`src/rtl/logic_trace_ctrl_mc_if.sv`:
```
// Command/trace bus of the trace controller: board qualifiers and command word in,
// per-channel strobes and status out.
interface logic_trace_ctrl_mc_if #(
  parameter int unsigned DATA_W  = 16,
  parameter int unsigned NB_CHAN = 4
);
  logic                carte_i;
  logic [3:0]          fpga_i;
  logic [3:0]          id_i;
  logic [DATA_W-1:0]   fp1_data_i;
  logic                fp1_dv_i;
  logic                ctrl_trce_i;
  logic                enable_o;
  logic                detect_data_o;
  logic [NB_CHAN-1:0]  w_addr_o;
  logic [NB_CHAN-1:0]  r_addr_o;
  logic [NB_CHAN-1:0]  init_o;
  logic [NB_CHAN-1:0]  read_enable_o;
  logic [NB_CHAN-1:0]  write_test_data_o;
  logic                busy_o;
  logic                cmd_err_o;
  logic                timeout_o;

  modport master (
    output carte_i, fpga_i, id_i, fp1_data_i, fp1_dv_i, ctrl_trce_i,
    input  enable_o, detect_data_o, w_addr_o, r_addr_o, init_o,
           read_enable_o, write_test_data_o, busy_o, cmd_err_o, timeout_o
  );

  modport slave (
    input  carte_i, fpga_i, id_i, fp1_data_i, fp1_dv_i, ctrl_trce_i,
    output enable_o, detect_data_o, w_addr_o, r_addr_o, init_o,
           read_enable_o, write_test_data_o, busy_o, cmd_err_o, timeout_o
  );
endinterface

```
`src/rtl/logic_trace_ctrl_mc.sv`:
```
// Trace controller: decodes command words inside the trace-control window and drives
// per-channel address/init strobes or stream enables, with a stream timeout.
module logic_trace_ctrl_mc #(
  parameter int unsigned DATA_W     = 16,
  parameter int unsigned NB_CHAN    = 4,
  parameter int unsigned PULSE_MODE = 1,
  parameter int unsigned TMO_CYC    = 1024
) (
  input  logic                  clk_ref,
  input  logic                  rst,
  logic_trace_ctrl_mc_if.slave  bus
);
  localparam int unsigned CNT_W = (TMO_CYC > 1) ? $clog2(TMO_CYC) : 1;
  localparam logic [CNT_W-1:0] TMO_LAST = CNT_W'(TMO_CYC - 1);

  typedef enum logic [1:0] {S_IDLE, S_PROG, S_STREAM} state_t;
  typedef enum logic [2:0] {K_NONE, K_WA, K_IN, K_RA, K_RD, K_WR} kind_t;

  state_t               r_state, w_nxt_state;
  logic [CNT_W-1:0]     r_cnt, w_nxt_cnt;
  logic                 r_rearm, w_nxt_rearm;
  logic [NB_CHAN-1:0]   r_w_addr, r_r_addr, r_init, r_rd_en, r_wr_en;
  logic [NB_CHAN-1:0]   w_nxt_w_addr, w_nxt_r_addr, w_nxt_init, w_nxt_rd_en, w_nxt_wr_en;
  logic                 r_busy, r_err, r_tmo, w_nxt_err, w_nxt_tmo;

  logic                 w_enable, w_detect, w_cap;
  logic                 w_op_wa, w_op_ra, w_op_rd, w_op_wr, w_op_in, w_bcast;
  logic [3:0]           w_ch;
  logic [2:0]           w_nops;
  logic                 w_bad_bc, w_bad_ch;
  logic [NB_CHAN-1:0]   w_mask;
  kind_t                w_kind;
  logic                 w_clr;
  logic                 w_unused_data;

  assign w_enable = (bus.id_i == bus.fpga_i) && bus.carte_i;
  assign w_detect = bus.fp1_dv_i && bus.ctrl_trce_i;
  assign w_cap    = w_detect && w_enable && (r_state == S_IDLE) && !r_rearm;

  assign w_op_wa  = bus.fp1_data_i[0];
  assign w_op_ra  = bus.fp1_data_i[1];
  assign w_op_rd  = bus.fp1_data_i[2];
  assign w_op_wr  = bus.fp1_data_i[3];
  assign w_op_in  = bus.fp1_data_i[15];
  assign w_bcast  = bus.fp1_data_i[14];
  assign w_ch     = bus.fp1_data_i[11:8];
  assign w_unused_data = ^bus.fp1_data_i;

  assign w_nops   = 3'(w_op_wa) + 3'(w_op_ra) + 3'(w_op_rd) + 3'(w_op_wr) + 3'(w_op_in);
  assign w_bad_bc = w_bcast && (w_kind != K_IN);
  assign w_bad_ch = !w_bcast && ({1'b0, w_ch} >= 5'(NB_CHAN));
  assign w_mask   = w_bcast ? {NB_CHAN{1'b1}} : (NB_CHAN'(1) << w_ch);

  // Opcode priority WA > IN > RA > RD > WR
  always_comb begin
    w_kind = K_NONE;
    if (w_op_wa)      w_kind = K_WA;
    else if (w_op_in) w_kind = K_IN;
    else if (w_op_ra) w_kind = K_RA;
    else if (w_op_rd) w_kind = K_RD;
    else if (w_op_wr) w_kind = K_WR;
  end

  always_comb begin
    w_nxt_state  = r_state;
    w_nxt_cnt    = r_cnt;
    w_nxt_rearm  = r_rearm && bus.ctrl_trce_i;
    w_nxt_w_addr = r_w_addr;
    w_nxt_r_addr = r_r_addr;
    w_nxt_init   = r_init;
    w_nxt_rd_en  = r_rd_en;
    w_nxt_wr_en  = r_wr_en;
    w_nxt_err    = 1'b0;
    w_nxt_tmo    = 1'b0;
    w_clr        = 1'b0;

    case (r_state)
      S_IDLE: begin
        if (w_cap && (w_kind != K_NONE)) begin
          w_nxt_err = (w_nops > 3'd1) || w_bad_bc || w_bad_ch;
          if (!w_bad_bc && !w_bad_ch) begin
            w_nxt_cnt = '0;
            case (w_kind)
              K_WA:    begin w_nxt_w_addr = w_mask; w_nxt_state = S_PROG;   end
              K_IN:    begin w_nxt_init   = w_mask; w_nxt_state = S_PROG;   end
              K_RA:    begin w_nxt_r_addr = w_mask; w_nxt_state = S_PROG;   end
              K_RD:    begin w_nxt_rd_en  = w_mask; w_nxt_state = S_STREAM; end
              K_WR:    begin w_nxt_wr_en  = w_mask; w_nxt_state = S_STREAM; end
              default: w_nxt_state = S_IDLE;
            endcase
          end
        end
      end
      S_PROG: begin
        if (PULSE_MODE != 0) w_clr = 1'b1;
        if (!bus.ctrl_trce_i) begin
          w_clr       = 1'b1;
          w_nxt_state = S_IDLE;
        end
      end
      S_STREAM: begin
        if (!bus.ctrl_trce_i) begin
          w_clr       = 1'b1;
          w_nxt_state = S_IDLE;
        end else if ((TMO_CYC != 0) && (r_cnt == TMO_LAST)) begin
          // Abort the stream; a new capture needs a fresh rising window
          w_clr       = 1'b1;
          w_nxt_tmo   = 1'b1;
          w_nxt_rearm = 1'b1;
          w_nxt_state = S_IDLE;
        end else if (r_cnt != '1) begin
          w_nxt_cnt = r_cnt + CNT_W'(1);
        end
      end
      default: begin
        w_clr       = 1'b1;
        w_nxt_state = S_IDLE;
      end
    endcase

    if (w_clr) begin
      w_nxt_w_addr = '0;
      w_nxt_r_addr = '0;
      w_nxt_init   = '0;
      w_nxt_rd_en  = '0;
      w_nxt_wr_en  = '0;
    end
  end

  always_ff @(posedge clk_ref or posedge rst) begin
    if (rst) begin
      r_state  <= S_IDLE;
      r_cnt    <= '0;
      r_rearm  <= 1'b0;
      r_w_addr <= '0;
      r_r_addr <= '0;
      r_init   <= '0;
      r_rd_en  <= '0;
      r_wr_en  <= '0;
      r_busy   <= 1'b0;
      r_err    <= 1'b0;
      r_tmo    <= 1'b0;
    end else begin
      r_state  <= w_nxt_state;
      r_cnt    <= w_nxt_cnt;
      r_rearm  <= w_nxt_rearm;
      r_w_addr <= w_nxt_w_addr;
      r_r_addr <= w_nxt_r_addr;
      r_init   <= w_nxt_init;
      r_rd_en  <= w_nxt_rd_en;
      r_wr_en  <= w_nxt_wr_en;
      r_busy   <= (w_nxt_state != S_IDLE);
      r_err    <= w_nxt_err;
      r_tmo    <= w_nxt_tmo;
    end
  end

  assign bus.enable_o          = w_enable;
  assign bus.detect_data_o     = w_detect;
  assign bus.w_addr_o          = r_w_addr;
  assign bus.r_addr_o          = r_r_addr;
  assign bus.init_o            = r_init;
  assign bus.read_enable_o     = r_rd_en;
  assign bus.write_test_data_o = r_wr_en;
  assign bus.busy_o            = r_busy;
  assign bus.cmd_err_o         = r_err;
  assign bus.timeout_o         = r_tmo;
endmodule

```
`src/flat_wrapper.sv`:
```
// flat-port wrapper written by rule: the top's interface ports become plain ports
module logic_trace_ctrl_mc_flat 
#(
  parameter int unsigned DATA_W     = 16,
  parameter int unsigned NB_CHAN    = 4,
  parameter int unsigned PULSE_MODE = 1,
  parameter int unsigned TMO_CYC    = 1024
)
  (clk_ref, rst, bus_carte_i, bus_fpga_i, bus_id_i, bus_fp1_data_i, bus_fp1_dv_i, bus_ctrl_trce_i, bus_enable_o, bus_detect_data_o, bus_w_addr_o, bus_r_addr_o, bus_init_o, bus_read_enable_o, bus_write_test_data_o, bus_busy_o, bus_cmd_err_o, bus_timeout_o);
  logic_trace_ctrl_mc_if #(.DATA_W(DATA_W), .NB_CHAN(NB_CHAN)) bus_i ();
  input  logic clk_ref;
  input  logic rst;
  input wire logic [$bits(bus_i.carte_i)-1:0] bus_carte_i;
  input wire logic [$bits(bus_i.fpga_i)-1:0] bus_fpga_i;
  input wire logic [$bits(bus_i.id_i)-1:0] bus_id_i;
  input wire logic [$bits(bus_i.fp1_data_i)-1:0] bus_fp1_data_i;
  input wire logic [$bits(bus_i.fp1_dv_i)-1:0] bus_fp1_dv_i;
  input wire logic [$bits(bus_i.ctrl_trce_i)-1:0] bus_ctrl_trce_i;
  output wire logic [$bits(bus_i.enable_o)-1:0] bus_enable_o;
  output wire logic [$bits(bus_i.detect_data_o)-1:0] bus_detect_data_o;
  output wire logic [$bits(bus_i.w_addr_o)-1:0] bus_w_addr_o;
  output wire logic [$bits(bus_i.r_addr_o)-1:0] bus_r_addr_o;
  output wire logic [$bits(bus_i.init_o)-1:0] bus_init_o;
  output wire logic [$bits(bus_i.read_enable_o)-1:0] bus_read_enable_o;
  output wire logic [$bits(bus_i.write_test_data_o)-1:0] bus_write_test_data_o;
  output wire logic [$bits(bus_i.busy_o)-1:0] bus_busy_o;
  output wire logic [$bits(bus_i.cmd_err_o)-1:0] bus_cmd_err_o;
  output wire logic [$bits(bus_i.timeout_o)-1:0] bus_timeout_o;
  assign bus_i.carte_i = bus_carte_i;
  assign bus_i.fpga_i = bus_fpga_i;
  assign bus_i.id_i = bus_id_i;
  assign bus_i.fp1_data_i = bus_fp1_data_i;
  assign bus_i.fp1_dv_i = bus_fp1_dv_i;
  assign bus_i.ctrl_trce_i = bus_ctrl_trce_i;
  assign bus_enable_o = bus_i.enable_o;
  assign bus_detect_data_o = bus_i.detect_data_o;
  assign bus_w_addr_o = bus_i.w_addr_o;
  assign bus_r_addr_o = bus_i.r_addr_o;
  assign bus_init_o = bus_i.init_o;
  assign bus_read_enable_o = bus_i.read_enable_o;
  assign bus_write_test_data_o = bus_i.write_test_data_o;
  assign bus_busy_o = bus_i.busy_o;
  assign bus_cmd_err_o = bus_i.cmd_err_o;
  assign bus_timeout_o = bus_i.timeout_o;
  logic_trace_ctrl_mc #(.DATA_W(DATA_W), .NB_CHAN(NB_CHAN), .PULSE_MODE(PULSE_MODE), .TMO_CYC(TMO_CYC)) u_core (.clk_ref(clk_ref), .rst(rst), .bus(bus_i));
endmodule
```
`config.mk`:
```
export PLATFORM = sky130hd
export DESIGN_NAME = logic_trace_ctrl_mc_flat
export DESIGN_NICKNAME = d
export VERILOG_FILES = /design/src/rtl/logic_trace_ctrl_mc_if.sv /design/src/rtl/logic_trace_ctrl_mc.sv /design/src/flat_wrapper.sv
export SDC_FILE = /design/constraint.sdc
export NUM_CORES = 1
export LEC_CHECK = 0
export ABC_CLOCK_PERIOD_IN_PS = 2300
export BUFFER_PORTS_ARGS = -buffer_cell sky130_fd_sc_hd__buf_2
export CAP_MARGIN = 10
export CORE_MARGIN = 4
export CORE_UTILIZATION = 52
export DETAILED_ROUTE_END_ITERATION = 10
export HOLD_SLACK_MARGIN = 0.06
export PLACE_DENSITY = 0.84
export SLEW_MARGIN = 20
export SYNTH_ARGS = -nofsm -noshare
export SYNTH_HDL_FRONTEND = slang
export SYNTH_SLANG_ARGS = --single-unit
```
`constraint.sdc`:
```
create_clock -name clk_ref -period 2.3 [get_ports clk_ref]
set_input_delay 0.46 -clock clk_ref [delete_from_list [all_inputs] [get_ports clk_ref]]
set_output_delay 0.46 -clock clk_ref [all_outputs]
set_load 0.01 [all_outputs]
```
; ---- After elaboration in Yosys (flattened, before gate mapping)
; Cells that the tools add are included.
[classes]
magnitude_cmp = 2
muxes = 54
addsub = 5
eq_ne = 16
shift = 1
reduce_logical = 36
[op_table]
columns = cell, count
row1 = 2-to-1 mux 4 bit, 26
row2 = 2-to-1 mux 10 bit, 5
row3 = one-hot mux 10 bit (2 select lines), 1
row4 = AND reduction 4 bit, 5
row5 = nonzero test 2 bit, 10
row6 = 2-to-1 mux 3 bit, 5
row7 = "adder 10 x 1 -> 10 bit, second input constant", 1
row8 = "== test 10 bit, second input constant", 1
row9 = logical AND 1 bit, 10
row10 = 2-to-1 mux 2 bit, 5
row11 = "!= test 10 bit, second input constant", 1
row12 = adder 3 x 1 -> 3 bit, 3
row13 = 2-to-1 mux 1 bit, 9
row14 = "!= test 2 bit, second input constant", 4
row15 = "== test 3 x 2 -> 1 bit, second input constant", 2
row16 = "== test 3 bit, second input constant", 2
row17 = one-hot mux 2 bit (3 select lines), 1
row18 = AND reduction 6 bit, 1
row19 = == test 4 bit, 1
row20 = "greater-or-equal comparator 4 x 3 -> 1 bit, second input constant", 1
row21 = zero test 1 bit, 4
row22 = one-hot mux 2 bit (2 select lines), 1
row23 = "<< shifter 1 x 4 -> 4 bit, first input constant", 1
row24 = "== test 3 x 1 -> 1 bit, second input constant", 1
row25 = other kinds (12), 13
[totals]
elab_cells = 125
input_bits = 29
regBits = 36

; ---- Logic depth before layout (Yosys ltp)
; Gate-level depths: netlist of run 1.
[depth]
word_depth = 13
mapped_depth = 8

; ---- Least setup slack after synthesis of run 1
; Ideal clock, no wire load.
[synth_path]
kind = in2reg
from = in bus_fp1_data_i[0]
to = reg u_core.r_err (netlist: u_core.bus.cmd_err_o)
n_path_buf = 0
setup_ns = 0.147
setup_slack_ns = 0.191
t_arrival_ns = 1.962
cell_stages = 7
cell_sequence = ha_1 inv_1 fa_1 nor2b_1 fa_1 nor3_1 nor4_1
[synth_between]
elab_chain_len = 9
elab_cells_between_ends = 14
[synth_rtl]
columns = element, line
row1 = "start, declared", flat_wrapper.sv:16  ; input wire logic [$bits(bus_i.fp1_data_i)-1:0] bus_fp1_data_i;
row2 = adder 1 x 1 -> 2 bit, logic_trace_ctrl_mc.sv:49  ; assign w_nops = 3'(w_op_wa) + 3'(w_op_ra) + 3'(w_op_rd) + 3'(w_op_wr) + 3'(w_op_in);
row3 = adder 3 x 1 -> 3 bit (3 in series), logic_trace_ctrl_mc.sv:49
row4 = > comparator 3 x 1 -> 1 bit, logic_trace_ctrl_mc.sv:80  ; w_nxt_err = (w_nops > 3'd1) || w_bad_bc || w_bad_ch;
row5 = logical OR 1 bit (2 in series), logic_trace_ctrl_mc.sv:80
row6 = 2-to-1 mux 1 bit (*), logic_trace_ctrl_mc.sv:79  ; if (w_cap && (w_kind != K_NONE)) begin
row7 = 2-to-1 mux 1 bit (*), logic_trace_ctrl_mc.sv:77  ; case (r_state)
row8 = via u_core.w_nxt_err, logic_trace_ctrl_mc.sv:24  ; logic r_busy, r_err, r_tmo, w_nxt_err, w_nxt_tmo;
row9 = "end signal, assigned", logic_trace_ctrl_mc.sv:153  ; r_err <= w_nxt_err;
row10 = "end, declared", logic_trace_ctrl_mc.sv:24
; The timed path passes the listed nets; every way through them passes the cells marked *.
; A chain may end at the register's enable or synchronous reset.

; ---- Final worst setup path of run 1
[layout_path]
from = reg u_core.r_state[1]
to = reg u_core.r_r_addr[2] (netlist: u_core.bus.r_addr_o[2])
[layout_between]
elab_chain_len = 6
elab_cells_between_ends = 12
[layout_rtl]
columns = element, line
row1 = "start, declared", logic_trace_ctrl_mc.sv:19  ; state_t r_state, w_nxt_state;
row2 = "start signal, assigned", logic_trace_ctrl_mc.sv:144  ; r_state <= w_nxt_state;
row3 = "parallel branches: the longest is 6 deep, another holds AND reduction 4 bit", --
row4 = "end signal, assigned", logic_trace_ctrl_mc.sv:148  ; r_r_addr <= w_nxt_r_addr;
row5 = "end, declared", logic_trace_ctrl_mc.sv:22  ; logic [NB_CHAN-1:0] r_w_addr, r_r_addr, r_init, r_rd_en, r_wr_en;
; Several ways; the timed one is not identified.

==> results.md, run 1 <==
| Quantity | This run |
|:---|:---|
| Routability congestion estimate | 0.835 |
| Leak Pwr | 1.13 nW |
| TritonCTS clock tree | built |
| Final routed wirelength across all metal layers | 4720 um |
| Category of the worst setup path capture point | register |
| Number of nets in the layout | 303 |
| Wire length of the first global-routing pass | 8130 um |
| Number of violations reported at the end of detailed-routing iteration 0 | 150 |
| Most used DFF post-synth | dfrtp_1 |
| Internal power contribution | 1.10 mW |
| Relative area change from synthesis to final layout | 21.6% |
| Register-to-Register Path Depth | 6 |
| Area of the die | 4870 sq um |
| Quantity of I/O buffers inserted on ports | 47 |
| Final slew viol count | 0 |
| Mean area per synthesized cell | 9.32 sq um |
| Starting density of the core | 54.2% |
| Cell with the biggest individual delay on the critical path | a2111o_1 |
| Met2 wire len | 2290 um |
| Part of the cycle the worst path needs | 89.4% |
| Power density relative to cell area | 655 nW/um^2 |
| Kind of cell adding the most delay to the critical path | simple AND/OR/NAND/NOR gates |
| Share of power burned in registers | 49.8% |
| Detailed Routing Iterations Pass 1 | 4 |
| Share of final-layout standard cells stronger than drive strength 1 | 25.5% |
| Maximum vdd drop | 512 uV |
| Via count of the first global-routing pass | 1,747 |
| Maximum fanout count along the critical path | 15 |
| DIE HEIGHT | 69.8 um |
| List of cells traversed by the critical path | or2_4 > a2111o_1 > nor4_4 > buf_4 > and2_1 > o21ai_0 |
| Post-detailed-route count of antenna-violating nets | 0 |
| Final setup violation count | 0 |
| Arrival time of the worst setup path | 2210 ps |
| Resize count post-CTS | 0 |
| Placeable core region | 3660 sq um |
| Worst Hold Slack | 264 ps |
| Insertion delay of the later-clocked pin in the worst-skew pair | 280 ps |
| DR vias | 1,865 |
| Outcome | finished, final reports clean |
| Final std cell area, no fill | 2410 sq um |
| Total of flip-flops plus latches after synthesis | 36 |
| Layout filler cell count | 290 |
| Inserted Clock Buffers | 5 |
| Synth Area in Compound Gates | 20.2% |
| Setup crit start kind | register |
| HPWL after detailed placement | 3440 um |
| Post-synthesis sequential area ratio | 45.4% |
| Basic-gate share of the synthesized area counting and, or, nand and nor cells | 24.0% |
| Pin count of the biggest net entering global routing | 37 |
| Post-Synth Adder-Cell Area | 3.28% |
| Number of different library cells in the post-synthesis netlist | 44 |
| Largest family of logic cells by synthesized area | simple AND/OR/NAND/NOR gates |
| Endpoint required time on the critical path | 2460 ps |
| Dominant cells by area after synthesis | dfrtp_1 45%, a32oi_1 5.3%, nand2_1 4.9% |
| Metal3 WL | 357 um |
| Synthesized net count | 246 |
| R2R Path Start | u_core.r_state[1]$_DFF_PP0_ |
| Post-synthesis cell type with the largest combined area | dfrtp_1 |
| Worst hold-check path type | input port to async pin |
| Row count | 22 |
| Netlist area before placement | 1980 sq um |
| Avg Vias per Cell | 5.85 |
| Critical register-to-register path endpoint | u_core.bus.r_addr_o[2]$_DFFE_PP0P_ |
| Post-synthesis async set-or-reset flop share | 100% |
| Top Layer Used | met4 |
| Gr ovfl total | 0 |
| Largest buffer count on any clock path | 2 |
| All-layer global routing usage | 20.6% |
| Max transition margin | 61.8% |
| Relative contribution of the clock network to total power | 29.2% |
| Net load switching power | 0.479 mW |
| Final critical delay including setup and external delays | 2060 ps |
| Endpoints failing hold | 0 |
| Largest stage delay on the critical path | 430 ps |
| Synthesized netlist cell count | 213 |
| Routed metal-1 wirelength | 2020 um |
| Crit Path Class | register to register |
| Number of H-tree branching levels | 2 |
| Detailed-route wire length per cell | 14.8 um |
| Maximum clock skew at final layout | 7.19 ps |
| Antenna violations before repair | 0 |
| Number of flops mapped to enable cells by yosys | 0 |
| Clock input transition at the sequential cells of the worst setup and hold paths | 70 ps |
| Post-synth top area share | 45.4% |
| Number of remaining DRC errors | 0 |
| Count of hold buffers inserted by post-cts repair | 0 |
| Maximum frequency from static timing analysis | 486 MHz |
| Synthesis warning total | 0 |
| Post-route setup TNS | 0 ps |
| Diodes inserted | 0 |
| Part of the power in combinational logic | 21.0% |
| R2r setup slk | 240 ps |
| Switching share of power | 30.3% |
| Pin slew with the least headroom to its limit | 571 ps |
| Post-CTS setup buffer count | 0 |
| Setup repair after global routing missed its margin | no |
| Ports | 54 |
| Post-Place Cell Area | 2320 sq um |
| Number of buffers and inverters on the critical path | 1 |
| Die boundary width | 69.8 um |
| Max-cap violations | 0 |
| Synth Area in XOR/XNOR | 3.09% |
| Multiplexer share of the synthesized area | 0% |
| Total number of clock tree sinks | 36 |
| Buffer cell driving the clock tree root | clkbuf_8 |
==> state kept, by name, summed over array words and instances (netlist names) <==
| name | flops |
|---|---|
| u_core.bus.cmd_err_o | 1 |
| u_core.bus.write_test_data_o | 4 |
| u_core.bus.w_addr_o | 4 |
| u_core.r_rearm | 1 |
| u_core.bus.timeout_o | 1 |
| u_core.r_cnt | 10 |
| u_core.r_state | 2 |
| u_core.bus.init_o | 4 |
| u_core.bus.read_enable_o | 4 |
| u_core.bus.busy_o | 1 |
| u_core.bus.r_addr_o | 4 |
==> cells by family after synthesis <==
family,after synthesis
xor gates and xnor gates,7
and+or+nand+nor,92
adders and majority gates,4
AOI/OAI and AO/OA,56
buffers and inverters,18
DFF,36
==> layout make-up <==
type	count	area (sq um)	area share [%]
inverter	9	33.8	1.40
timing repair buffer	59	325	13.5
tap	48	60.1	2.49
sequential	36	901	37.3
multi-input combinational	159	1000	41.6
clock buffer	8	90.1	3.73
==> routing by layer <==
layer | vias up | GRT usage (%)
met1 | 870 | 27.9
met5 | - | 0
met2 | 82 | 33.6
met4 | 0 | 5.96
li1 | 906 | -
met3 | 7 | 4.06
==> power by group through the flow <==
stage / Clock, mW / Combinational [mW] / Sequential (mW)
floorplan: 0 / 0.145 / 0.826
global placement: 0 / 0.324 / 0.796
detailed placement: 0 / 0.333 / 0.800
CTS: 0.475 / 0.336 / 0.787
global route: 0.506 / 0.372 / 0.802
finish: 0.463 / 0.332 / 0.787
==> stage by stage <==
step / instances / setup slack (ps) / utilization, % / power (mW)
CTS: 319 / 248 / 65.9 / 1.60
detailed placement: 311 / -16.7 / 63.5 / 1.13
finish: 319 / 244 / 65.9 / 1.58
global route: 319 / 135 / 65.9 / 1.68
floorplan: 213 / 191 / - / 0.971
global placement: 311 / 31.4 / 63.5 / 1.12
==> tightest hold or removal path: cells and delay by family <==
kind | cells | cell delay (ps)
buf+inv | 3 | 520
==> placed cells by master (no fill, tap or decap), types with 2 or more instances in the layout <==
cell type  count
nand4_1        3
a211oi_1       4
a21oi_1        6
nand2_1       26
buf_2         47
o21ai_0       14
fa_1           2
nor2b_1        3
a31oi_1        6
nand2b_1       3
xor2_1         3
nor2_1        24
a32oi_1       12
and2_1         3
nand3_1        4
dfrtp_1       36
nor3_1         9
or3_1          3
buf_4         12
inv_1          9
ha_1           2
clkbuf_1       2
nor4_1         2
and3b_1        2
a2111o_1       2
o2111ai_1      2
clkbuf_8       6
xnor2_1        4
a221o_1        4
==> synth_stat cells (4+ instances only) <==
cell      count
dfrtp_1      36
nand2_1      26
nor2_1       24
o21ai_0      14
a32oi_1      12
inv_1         9
nor3_1        9
a21oi_1       6
a31oi_1       6
a211oi_1      4
a221o_1       4
buf_2         4
nand3_1       4
xnor2_1       4
==> how the worst max path moves through the flow <==
stage          cells after the start                        start                                      end  slack (ps)
2_1_floorplan                      7            bus_fp1_data_i[0]           u_core.bus.cmd_err_o$_DFF_PP0_         190
3_3_place_gp                       8            bus_fp1_data_i[0]           u_core.bus.cmd_err_o$_DFF_PP0_          30
3_5_place_dp                       8            bus_fp1_data_i[0]           u_core.bus.cmd_err_o$_DFF_PP0_         -20
4_1_cts                            6  u_core.r_state[1]$_DFF_PP0_       u_core.bus.r_addr_o[2]$_DFFE_PP0P_         250
5_1_grt                            6  u_core.r_state[1]$_DFF_PP0_  u_core.bus.read_enable_o[2]$_DFFE_PP0P_         130
6_report                           6  u_core.r_state[1]$_DFF_PP0_       u_core.bus.r_addr_o[2]$_DFFE_PP0P_         240
Power figures use the tool's default switching activity.
==> run 2, diff against run 1 <==
--- a/config.mk
+++ b/config.mk
@@ -8,7 +8,7 @@
 export ABC_CLOCK_PERIOD_IN_PS = 2300
 export BUFFER_PORTS_ARGS = -buffer_cell sky130_fd_sc_hd__buf_2
 export CAP_MARGIN = 10
-export CORE_MARGIN = 4
+export CORE_MARGIN = 2
 export CORE_UTILIZATION = 52
 export DETAILED_ROUTE_END_ITERATION = 10
 export HOLD_SLACK_MARGIN = 0.06
==> run 2 against run 1 <==
Net effect:
- worst setup slack got worse by 26 ps
- non-clock buffer count shrank 1
- core utilization grew 0.72 points
- clock-buffer cell count decreased by 3
- register-to-register slack got worse by 30 ps
- maximum frequency is 1.3% lower
- first-iteration DRC count fell by 6.7%
- hold slack worse by 10 ps
- sequential power hardly changed
- power is 6.3% higher
==> results.md, run 2 (same netlist as run 1, synthesis figures left out) <==
| Quantity | This run | Delta |
|:---|:---|:---|
| Cell with the biggest individual delay on the critical path | o31a_1 |  |
| Leak Pwr | 1.14 nW | +0.52% |
| Number of nets in the layout | 302 | -0.33% |
| Resize count post-CTS | 0 | unchanged |
| Layout filler cell count | 311 | +7.2% |
| Number of H-tree branching levels | 2 | unchanged |
| Inserted Clock Buffers | 5 | unchanged |
| Arrival time of the worst setup path | 2270 ps | +60 ps |
| HPWL after detailed placement | 3320 um | -3.5% |
| Maximum clock skew at final layout | 7.63 ps | +0.448 ps |
| Final worst slack | 218 ps | -26.2 ps |
| Final setup violation count | 0 | unchanged |
| Final slew viol count | 0 | unchanged |
| Switching share of power | 29.9% | -0.38 points |
| Insertion delay of the later-clocked pin in the worst-skew pair | 290 ps | about the same |
| Power density relative to cell area | 689 nW/um^2 | +5.1% |
| Post-CTS setup buffer count | 0 | unchanged |
| DIE HEIGHT | 65.8 um | -5.7% |
| Post-detailed-route count of antenna-violating nets | 0 | unchanged |
| Count of hold buffers inserted by post-cts repair | 0 | unchanged |
| Row count | 22 | unchanged |
| Max transition margin | 50.3% | -12 points |
| Maximum frequency from static timing analysis | 480 MHz | -1.3% |
| Final critical delay including setup and external delays | 2080 ps | +26.2 ps |
| Buffer cell driving the clock tree root | clkbuf_8 |  |
| Antenna violations before repair | 0 | unchanged |
| List of cells traversed by the critical path | ha_1 > nand3_1 > o31a_1 > nor2_1 > a211oi_1 |  |
| Crit Path Class | register to register |  |
| Clock input transition at the sequential cells of the worst setup and hold paths | 80 ps | about the same |
| TritonCTS clock tree | built |  |
| Number of buffers and inverters on the critical path | 0 | -1 |
| Largest buffer count on any clock path | 2 | unchanged |
| Relative contribution of the clock network to total power | 33.4% | +4.2 points |
| Ports | 54 | unchanged |
| Post-layout power | 1.68 mW | +6.3% |
| Kind of cell adding the most delay to the critical path | compound AO/OA/AOI/OAI gates |  |
| Commonest cells after routing, fill and taps aside | 47 x buf_2, 36 x dfrtp_1, 26 x nand2_1, 24 x nor2_1, 14 x o21ai_0 |  |
| Largest stage delay on the critical path | 630 ps | +200 ps |
| Most common library cell in the layout ignoring fill and taps | buf_2 |  |
| Part of the power in combinational logic | 19.7% | -1.3 points |
| Detailed-route wire length per cell | 14.6 um | -1.7% |
| Avg Vias per Cell | 5.81 | -0.65% |
| Relative area change from synthesis to final layout | 23.0% |  |
| Total number of clock tree sinks | 36 | unchanged |
| Diodes inserted | 0 | unchanged |
| Starting density of the core | 54.2% | unchanged |
| Outcome | finished, final reports clean |  |
| Post-route setup TNS | 0 ps | unchanged |
| Setup repair after global routing missed its margin | no |  |
| All-layer global routing usage | 24.0% | +3.4 points |
| Share of power burned in registers | 46.9% | -2.9 points |
| Register bank with the most flops | u_core.r_cnt |  |
| Quantity of I/O buffers inserted on ports | 47 | unchanged |
| Share of final-layout standard cells stronger than drive strength 1 | 25.9% | +0.46 points |
| Setup crit start kind | register |  |
| Gr ovfl total | 0 | unchanged |
| DR vias | 1,847 | -0.97% |
| Number of violations reported at the end of detailed-routing iteration 0 | 140 | -6.7% |
| Part of the cycle the worst path needs | 90.5% | +1.1 points |
| Final routed wirelength across all metal layers | 4630 um | -2.0% |
| Post-Place Worst Slack | 19.0 ps | +35.7 ps |
| Worst hold-check path type | input port to async pin |  |
| Met2 wire len | 2200 um | -4.0% |
| Pin count of the biggest net entering global routing | 37 | unchanged |
| Category of the worst setup path capture point | register |  |
| Internal power contribution | 1.18 mW | +6.8% |
| Metal3 WL | 232 um | -35% |
| Area of the die | 4330 sq um | -11% |
| Routed metal-1 wirelength | 2110 um | +4.7% |
| Maximum vdd drop | 487 uV | -4.8% |
| Routability congestion estimate | 0.864 | +3.4% |
| Maximum fanout count along the critical path | 20 | +5 |
| Net load switching power | 0.503 mW | +4.9% |
| Endpoint required time on the critical path | 2480 ps | +20 ps |
| Via count of the first global-routing pass | 1,736 | -0.63% |
| Top Layer Used | met4 |  |
| Wire length of the first global-routing pass | 7940 um | -2.4% |
| Largest register FFs | 10 | unchanged |
| Number of remaining DRC errors | 0 | unchanged |
| Pin slew with the least headroom to its limit | 746 ps | +175 ps |
| Max-cap violations | 0 | unchanged |
| Endpoints failing hold | 0 | unchanged |
| Detailed Routing Iterations Pass 1 | 4 | unchanged |
| Die boundary width | 65.8 um | -5.7% |
| Placeable core region | 3660 sq um | unchanged |
-- run 2: cell types whose count changed in the layout (fill, tap and decap cells not counted) --
| cell | before | now |
|---|---|---|
| clkbuf_8 | 6 | 5 |
| clkbuf_1 | 2 | 0 |
| bufinv_16 | 0 | 1 |
| clkinvlp_4 | 0 | 1 |
| clkinv_2 | 0 | 1 |
| buf_4 | 12 | 10 |
| buf_12 | 0 | 1 |
-- run 2: area by class of cell --
type | instances | area, sq um | share of cell area (%)
Clock buffer | 5 | 68.8 | 2.82
Clock inverter | 3 | 42.5 | 1.74
Inverter | 9 | 33.8 | 1.38
Multi-Input combinational cell | 159 | 1000 | 41.1
Sequential cell | 36 | 901 | 36.9
Tap cell | 48 | 60.1 | 2.46
Timing Repair Buffer | 58 | 330 | 13.5
-- run 2: per-stage QoR --
| step | util, % | hold WS [ps] | instance area, sq um | cells |
|---|---|---|---|---|
| floorplan | - | 465 | 1980 | 213 |
| global placement | 63.6 | 507 | 2330 | 310 |
| detailed placement | 63.6 | 508 | 2330 | 310 |
| CTS | 66.6 | 268 | 2440 | 318 |
| global route | 66.6 | 310 | 2440 | 318 |
| finish | 66.6 | 254 | 2440 | 318 |
-- run 2: power by group through the flow --
stage	registers (mW)	clock network, mW	logic [mW]
global placement	0.795	0	0.321
finish	0.788	0.561	0.332
CTS	0.788	0.568	0.335
floorplan	0.826	0	0.145
global route	0.801	0.596	0.371
detailed placement	0.800	0	0.329
-- run 2: worst min-delay path, stage by stage --
cell and delay, ps:
buf_2 90, inv_1 40, buf_4 390
-- run 2: path summary, 6_finish.rpt --
| path | slack [ps] | depth (start not counted) | from | end |
|---|---|---|---|---|
| max | 220 | 5 | u_core.r_cnt[0]$_DFFE_PP0P_ | u_core.bus.read_enable_o[2]$_DFFE_PP0P_ |
| min | 250 | 3 | rst | u_core.bus.init_o[0]$_DFFE_PP0P_ |
| max reg2reg | 220 | 5 | u_core.r_cnt[0]$_DFFE_PP0P_ | u_core.bus.read_enable_o[2]$_DFFE_PP0P_ |
| min reg2reg | 530 | 2 | u_core.bus.r_addr_o[3]$_DFFE_PP0P_ | u_core.bus.r_addr_o[3]$_DFFE_PP0P_ |
| max in group asynchronous | 1720 | 3 | rst | u_core.r_cnt[8]$_DFFE_PP0P_ |
| min in group clk_ref | 530 | 2 | u_core.bus.r_addr_o[3]$_DFFE_PP0P_ | u_core.bus.r_addr_o[3]$_DFFE_PP0P_ |
-- run 2: per-layer routing --
layer  track usage (%)  up-vias
met3              6.30        8
met1              31.3      889
met5                 0        -
li1                  -      896
met4              9.11        0
met2              38.4       54
